==> src/rtl/fir_seq_pkg.sv <==
// rtl/fir_seq_pkg.sv - state encoding, default widths and saturation limits for fir_seq_ctrl
package fir_seq_pkg;

    typedef enum logic [1:0] {
        ST_IDLE = 2'd0,
        ST_MAC  = 2'd1,
        ST_DONE = 2'd2
    } fir_state_e;

    localparam int TAPS_DEF = 8;
    localparam int DW_DEF   = 8;
    localparam int CW_DEF   = 8;
    localparam int OW_DEF   = 16;

    function automatic int acc_width(input int dw, input int cw, input int taps);
        return dw + cw + $clog2(taps);
    endfunction

    localparam int ACC_W_DEF = DW_DEF + CW_DEF + $clog2(TAPS_DEF);

    function automatic longint sat_max(input int ow);
        return (64'sd1 <<< (ow - 1)) - 64'sd1;
    endfunction

    function automatic longint sat_min(input int ow);
        return -(64'sd1 <<< (ow - 1));
    endfunction

endpackage

==> src/rtl/fir_seq_mac.sv <==
// rtl/fir_seq_mac.sv - shared signed MAC with OW reduction; FIR_SEQ_SAT_EN selects saturation over wrap
module fir_seq_mac
    import fir_seq_pkg::*;
#(
    parameter int DW = DW_DEF,
    parameter int CW = CW_DEF,
    parameter int OW = OW_DEF,
    parameter int AW = ACC_W_DEF
) (
    input  logic                 clk,
    input  logic                 rst,
    input  logic                 clr,
    input  logic                 en,
    input  logic signed [DW-1:0] smp,
    input  logic signed [CW-1:0] coef,
    output logic signed [OW-1:0] res
);

    logic signed [DW+CW-1:0] prod;
    logic signed [AW-1:0]    acc_q;
    logic signed [AW-1:0]    acc_d;

    always_comb begin
        prod = (DW+CW)'(smp) * (DW+CW)'(coef);
    end

    always_comb begin
        acc_d = acc_q;
        if (clr) begin
            acc_d = '0;
        end else if (en) begin
            acc_d = acc_q + AW'(prod);
        end
    end

    always_ff @(posedge clk or negedge rst) begin
        if (!rst) begin
            acc_q <= '0;
        end else begin
            acc_q <= acc_d;
        end
    end

`ifdef FIR_SEQ_SAT_EN
    localparam logic signed [AW-1:0] SAT_HI = AW'(sat_max(OW));
    localparam logic signed [AW-1:0] SAT_LO = AW'(sat_min(OW));

    // Limits only matter when the accumulator is wider than the output.
    always_comb begin
        res = OW'(acc_q);
        if (AW > OW) begin
            if (acc_q > SAT_HI) begin
                res = OW'(SAT_HI);
            end else if (acc_q < SAT_LO) begin
                res = OW'(SAT_LO);
            end
        end
    end
`else
    always_comb begin
        res = OW'(acc_q);
    end
`endif

endmodule

==> src/rtl/fir_seq_ctrl.sv <==
// rtl/fir_seq_ctrl.sv - time-multiplexed FIR controller; optional FIR_SEQ_SAT_EN saturates the result
module fir_seq_ctrl
    import fir_seq_pkg::*;
#(
    parameter int TAPS = TAPS_DEF,
    parameter int DW   = DW_DEF,
    parameter int CW   = CW_DEF,
    parameter int OW   = OW_DEF
) (
    input  logic                       clk,
    input  logic                       rst,
    input  logic                       clear,
    input  logic                       in_valid,
    input  logic signed [DW-1:0]       in_data,
    output logic                       in_ready,
    output logic                       out_valid,
    output logic signed [OW-1:0]       out_data,
    input  logic                       out_ready,
    input  logic                       coef_we,
    input  logic [$clog2(TAPS)-1:0]    coef_addr,
    input  logic signed [CW-1:0]       coef_data,
    output logic                       busy
);

    localparam int PW = $clog2(TAPS);
    localparam int AW = acc_width(DW, CW, TAPS);
    localparam logic [PW-1:0] K_LAST = PW'(TAPS - 1);

    fir_state_e state_q, state_d;
    logic [PW-1:0] k_q, k_d;
    logic [PW-1:0] wr_ptr_q, wr_ptr_d;
    logic signed [DW-1:0] delay_q [TAPS];
    logic signed [DW-1:0] delay_d [TAPS];
    logic signed [CW-1:0] coef_q [TAPS];
    logic signed [CW-1:0] coef_d [TAPS];

    logic accept;
    logic mac_en;
    logic mac_clr;
    logic [PW-1:0] rd_idx;
    logic signed [OW-1:0] mac_res;

    always_comb begin
        state_d  = state_q;
        k_d      = k_q;
        wr_ptr_d = wr_ptr_q;
        mac_en   = 1'b0;
        mac_clr  = 1'b0;
        in_ready = (state_q == ST_IDLE) && !clear;
        accept   = in_ready && in_valid;
        if (clear) begin
            state_d  = ST_IDLE;
            k_d      = '0;
            wr_ptr_d = '0;
            mac_clr  = 1'b1;
        end else begin
            case (state_q)
                ST_IDLE: begin
                    if (in_valid) begin
                        state_d = ST_MAC;
                        k_d     = '0;
                        mac_clr = 1'b1;
                    end
                end
                ST_MAC: begin
                    mac_en = 1'b1;
                    k_d    = k_q + 1'b1;
                    if (k_q == K_LAST) begin
                        k_d      = '0;
                        wr_ptr_d = wr_ptr_q + 1'b1;
                        state_d  = ST_DONE;
                    end
                end
                ST_DONE: begin
                    if (out_ready) begin
                        state_d = ST_IDLE;
                    end
                end
                default: begin
                    state_d = ST_IDLE;
                end
            endcase
        end
    end

    // The newest sample sits at wr_ptr; tap k looks k samples back.
    always_comb begin
        rd_idx = wr_ptr_q - k_q;
    end

    always_comb begin
        delay_d = delay_q;
        if (clear) begin
            for (int i = 0; i < TAPS; i++) begin
                delay_d[i] = '0;
            end
        end else if (accept) begin
            delay_d[wr_ptr_q] = in_data;
        end
    end

    always_comb begin
        coef_d = coef_q;
        if (!clear && (state_q == ST_IDLE) && coef_we) begin
            coef_d[coef_addr] = coef_data;
        end
    end

    always_ff @(posedge clk or negedge rst) begin
        if (!rst) begin
            state_q  <= ST_IDLE;
            k_q      <= '0;
            wr_ptr_q <= '0;
            for (int i = 0; i < TAPS; i++) begin
                delay_q[i] <= '0;
                coef_q[i]  <= '0;
            end
        end else begin
            state_q  <= state_d;
            k_q      <= k_d;
            wr_ptr_q <= wr_ptr_d;
            delay_q  <= delay_d;
            coef_q   <= coef_d;
        end
    end

    fir_seq_mac #(
        .DW (DW),
        .CW (CW),
        .OW (OW),
        .AW (AW)
    ) u_mac (
        .clk  (clk),
        .rst  (rst),
        .clr  (mac_clr),
        .en   (mac_en),
        .smp  (delay_q[rd_idx]),
        .coef (coef_q[k_q]),
        .res  (mac_res)
    );

    // A pending clear withdraws the result so it cannot be handshaken away.
    always_comb begin
        out_valid = (state_q == ST_DONE) && !clear;
        out_data  = (state_q == ST_DONE) ? mac_res : '0;
        busy      = (state_q != ST_IDLE);
    end

endmodule

==> config.mk <==
export PLATFORM = sky130hd
export DESIGN_NAME = fir_seq_ctrl
export DESIGN_NICKNAME = d
export VERILOG_FILES = /design/src/rtl/fir_seq_pkg.sv /design/src/rtl/fir_seq_mac.sv /design/src/rtl/fir_seq_ctrl.sv
export SDC_FILE = /design/constraint.sdc
export NUM_CORES = 1
export LEC_CHECK = 0
export ABC_AREA = 1
export ABC_CLOCK_PERIOD_IN_PS = 18900
export BUFFER_PORTS_ARGS = -buffer_cell sky130_fd_sc_hd__buf_2
export CAP_MARGIN = 20
export CORE_ASPECT_RATIO = 0.5
export CORE_UTILIZATION = 50
export CTS_CLUSTER_SIZE = 20
export DETAILED_ROUTE_END_ITERATION = 10
export PLACE_DENSITY_LB_ADDON = 0.08
export REMOVE_ABC_BUFFERS = 1
export SLEW_MARGIN = 5
export SYNTH_ARGS = -nofsm -noshare
export SYNTH_HDL_FRONTEND = slang
export SYNTH_HIERARCHICAL = 1
export SYNTH_SLANG_ARGS = --single-unit
==> constraint.sdc <==
create_clock -name clk -period 18.9 [get_ports clk]
set_clock_uncertainty 0.05 [all_clocks]
set_input_delay 1.89 -clock clk [delete_from_list [all_inputs] [get_ports clk]]
set_output_delay 1.89 -clock clk [all_outputs]
set_load 0.01 [all_outputs]
[Word-level counts from Yosys, hierarchy flattened]
Cells that the tools add are included.
Word-level totals
  register bits: 155
  input port bits: 25
  output and inout port bits: 19
  logic and storage cells: 92
Operators by class
  $add $sub $neg: 4
  multipliers: 1
  $lt $le $gt $ge: 6
  equal/unequal tests: 6
  muxes and demuxes: 34
  bitwise gates (word level): 4
  reductions and logical operators: 17
Operators with widths (count)
  $bwmux W64: 2
  $mux W64: 2
  $bmux W8 S3: 2
  $demux W8 S3: 2
  $mux W8: 6
  $mux W19: 2
  $add A19 B16 Y19: 1
  $mux W3: 6
  $ge A4 B4 Y1 const B: 4
  $mul A8 B8 Y16: 1
  $mux W16: 1
  $not A3 Y4: 4
  $reduce_bool A2 Y1: 5
  $ne A3 B3 Y1 const B: 3
  $lt A4 B1 Y1 const B: 2
  $mux W2: 4
  $add A3 B1 Y3 const B: 2
  $logic_and A1 B1 Y1: 6
  $pmux W2 S3: 1
  $pmux W3 S2: 1
  $mux W1: 5
  $reduce_and A2 Y1: 2
  $eq A3 B3 Y1 const B: 1
  $reduce_and A3 Y1: 1
  other kinds (6): 6

[Longest topological paths before layout]
  word-level depth: 9
  depth in mapped cells: 34
  mapped depth without buffers: 33

[Hierarchy]
The synthesis kept the hierarchy.
By module, submodules not included
  fir_seq_ctrl: instances 1, cells each 1135, area an instance 7619.8 um2, seq. area each 3403.3 um2
  fir_seq_mac: instances 1, cells each 475, area an instance 3732.3 um2, seq. area each 400.4 um2

[Worst setup path before layout]
No wires, ideal clock.
  path kind: flip-flop to flip-flop
  start point: register k_q[1]
  end point: register u_mac.acc_q[15]
  library setup time: 0.117 ns
  data arrival time: 5.932 ns
  required time: 18.733 ns
  path slack: 12.800 ns
  cell stages (with the launch flop): 29
  buffers on the path: 5
  clock period less this slack: 6.100 ns
  path through: dfrtp_1 -> buf_2 -> clkinv_1 -> buf_2 -> fa_1 -> buf_2 -> clkbuf_1 -> nand3_1 -> nand2_1 -> nand2_1 -> nand2_1 -> clkbuf_1 -> nand2_1 -> inv_1 -> fa_1 -> fa_1 -> fa_1 -> fa_1 -> ha_1 -> ha_1 -> nand2_1 -> nand2_1 -> o21bai_1 -> nand2_1 -> nand2_1 -> nor2_1 -> nand3_1 -> nand3_1 -> nand2_1
Between the ends
  longest elaborated chain between the ends: 9
  elaborated cells between the ends (all ways): 13
  those cells by class: add/sub (2); mul (1); mux (8); bitwise (2)
RTL lines
  from (decl): line fir_seq_ctrl.sv:30  | logic [PW-1:0] k_q, k_d;
  from (signal assigned): line fir_seq_ctrl.sv:120  | k_q <= k_d;
  $sub A3 B3 Y3: line fir_seq_ctrl.sv:88  | rd_idx = wr_ptr_q - k_q;
  $not A3 Y4 (implied by the code): line fir_seq_ctrl.sv:137  | .smp (delay_q[rd_idx]),
  $bmux W8 S3: line fir_seq_ctrl.sv:137
  $mux W8 (implied by the code) (2 in series): line fir_seq_ctrl.sv:137
  $mul A8 B8 Y16 (*): line fir_seq_mac.sv:24  | prod = (DW+CW)'(smp) * (DW+CW)'(coef);
  $add A19 B16 Y19 (*): line fir_seq_mac.sv:32  | acc_d = acc_q + AW'(prod);
  $mux W19 (*): line fir_seq_mac.sv:31  | end else if (en) begin
  $mux W19 (*): line fir_seq_mac.sv:29  | if (clr) begin
  to (signal assigned): line fir_seq_mac.sv:38  | acc_q <= '0;
  to (signal assigned): line fir_seq_mac.sv:40  | acc_q <= acc_d;
  to (decl): line fir_seq_mac.sv:20  | logic signed [AW-1:0] acc_q;
Every way passes the cells marked *; elsewhere a longest branch is shown, timed or not. The select of a mux whose other input is x is not followed.
A chain may end at the register's enable or synchronous reset.

[Worst setup path in the final report]
  start point: register k_q[1]
  end point: register u_mac.acc_q[14]
The elaborated chain is that of the path after synthesis.

==> summary.md <==
| Metric | Value |
|---|---|
| Root Driver | clkbuf_16 |
| Most frequent cells in the layout | 700 x nand2_1, 300 x inv_1, 152 x dfrtp_1 |
| #FFs+latches synth | 152 |
| IO Count | 44 |
| Vias per cell | between 4 and 5 |
| Final Hold Fails | 0 |
| PortBufs | 43 |
| Synth Cell Area | 11400 um2 |
| Final TNS setup | 0 ps |
| Die Y | ~110 um |
| Fill count | 2210 |
| Num CTS Buffers | 17 |
| Total gr overflow | 0 |
| Power Density | 131 nW/um2 |
| YS warnings | 6 |
| Synth unique cells | 36 |
| Leak pwr | 7.28 nW |
| Placed wire-length estimate | 20800 um |
| Cells after Synth | 1610 |
| Fin nets | 1758 |
| VDD IR max | 0.000112 V |
| Commonest non-fill, non-tap cell in the layout | nand2_1 |
| Total GRT Usage | 0.265 |
| HP Class | flip-flop to flip-flop |
| Worst slew margin | 0.308 |
| Detailed Route WL | between 20000 and 30000 um |
| Post-CTS setup buffer count | 0 |
| Worst r2r src | k_q[1] |
| Crit path time final | ~7600 ps |
| Setup-failing EPs final | 0 |
| Setup Crit Path Kind | flip-flop to flip-flop |
| Sequential share of the synthesized area | 0.335 |
| F_max | 0.131 GHz |
| Max-Cap Viols | 0 |
| Routed WL per cell | 14.8 um |
| Endpoint of the worst register-to-register path | u_mac/acc_q[14] |
| Crit-path max FO | 19 |
| Die ar. | about 23000 um2 |
| R2R setup slack | between 10000 and 15000 ps |
| Max H-tree Level | 4 |
| Clock slew at reported path FFs | 70 ps |
| Final Util | 0.563 |
| Initial core utilization | 0.517 |
| Pin count of the biggest net entering global routing | 80 |
| Multi-input gate area | 6140 um2 |
| CTS tree | done |
| WHS Endpoint | delay_q[49] |
| Hold_sp | delay_q[49] |
| Synthesized area per cell | 7.05 um2 |
| Reg2reg path depth | 22 |
| Clock Latency Late Sink | 450 ps |
| Chip Width | 215 um |
| CTS max path bufs | 2 |
| Worst-Margin Slew | 1040 ps |
| Fraction of layout cells with a size suffix above 1 | 0.0735 |
| Initial drt markers | approximately 630 |
| Antenna viol nets, final | 0 |
| Critical path arrival | around 8000 ps |
| Final RePlAce weighted congestion | 0.860 |
| Post-CTS sizing | 0 |
| First-pass DRT Iterations | 5 |
| DRC | 0 |
| Diode count | 0 |
| RSZ-0062 raised after global routing | no |
| Core ar. | 22000 um2 |
| Num rows | 38 |
| DR vias | 9572 |
| Setup crit end kind | flip-flop |
| Hold path cells | 2 |
| Hold Buf Count CTS | 0 |
| Status | finished, final reports clean |
| Initial antenna violation count | 0 |
| First-pass GRT wire length | 47700 um |
| CP startpoint kind | flip-flop |
| Fin Hold WS | between 400 and 500 ps |
| TritonCTS Sinks | between 150 and 200 |
| Period utilization | 0.403 |
| Critical Path Start | k_q[1] |
| Slew Limit Fails | 0 |
| Vias in the first global route | 9493 |
| Area delta synth->final | 8.89% |
| Worst path required time | 19180 ps |
| FF/Latch Area | 3800 um2 |
==> cell usage after synthesis, drive strengths merged <==
master	instances	area, um2
o2111ai	1	8.76
nand2	712	2710
o21bai	1	7.51
nor2	69	398
inv	305	1140
o22ai	2	12.5
a32o	2	20.0
clkbuf	38	143
xor2	3	26.3
nand3	91	468
nand4	2	12.5
or2	1	6.26
a22o	1	8.76
buf	19	109
o21ai	81	413
ha	41	513
dfrtp	152	3800
nand3b	1	7.51
fa	72	1440
a21o	1	7.51
a21oi	9	48.8
clkinv	3	11.3
a21boi	1	7.51
nor3	2	21.3
==> layout make-up <==
class,count,area share
Clock buffer,17,0.0344
Clock inverter,15,0.0147
Inverter,308,0.0935
Multi-Input combinational cell,1093,0.497
Sequential cell,152,0.308
Tap cell,300,0.0304
Timing Repair Buffer,48,0.0226
==> where the power goes <==
part           switching [mW]  internal [mW]
clock network           0.161          0.200
registers              0.0307          0.370
logic                   0.553          0.306
total                   0.744          0.875
==> flip-flops by register name, summed over array words and instances (netlist names) <==
register,cells
state_q,2
wr_ptr_q,3
coef_q,64
u_mac/acc_q,16
delay_q,64
k_q,3
==> routing by layer <==
metal	routed length [um]	track usage	vias to the layer above
met3	1480	0.0563	27
met1	13700	0.360	4565
met4	376	0.0724	0
li1	-	-	4787
met5	0	0	-
met2	13100	0.433	193
==> stage by stage <==
stage                     total power, mW  area (um2)  worst slack, ps  cells
final                                1.62       12400            11290   1933
after global routing                 1.79       12400            10740   1933
after CTS                            1.63       12300            11310   1932
after detailed placement             1.26       11700            11360   1900
after global placement               1.23       11700            11540   1900
after floorplan                      1.05       11100            12520   1553
==> cell families (layout without fill, tap and decap cells) <==
family	after synthesis	after routing	synth area share
xor+xnor	3	3	0.00231
buf+inv	365	388	0.124
compound gates	99	99	0.0471
fa+ha+maj	113	113	0.172
flops	152	152	0.335
simple gates	878	878	0.319
==> worst max path at each step <==
stage,end,cells after the start
finish,u_mac/acc_q[14],22
CTS,u_mac/acc_q[15],25
global route,u_mac/acc_q[14],24
detailed placement,u_mac/acc_q[15],25
global placement,u_mac/acc_q[14],24
floorplan,u_mac/acc_q[15],25
==> worst max-delay path, cell delays in order, from the launching register on <==
cell and delay (ps):
dfrtp_1 730, clkinv_1 620, fa_1 1140, inv_1 450
nand3_1 210, nand2_1 60, nand2_1 60, nand2_1 180
or2_2 350, fa_1 460, fa_1 490, inv_1 50
fa_1 450, fa_1 510, fa_1 410, ha_1 370
a21oi_1 130, o21ai_0 350, nand2_1 90, nand4_1 110
nand2_1 70, nand2_1 60, o21ai_1 50
No activity file was read; power rests on OpenSTA's default activity.
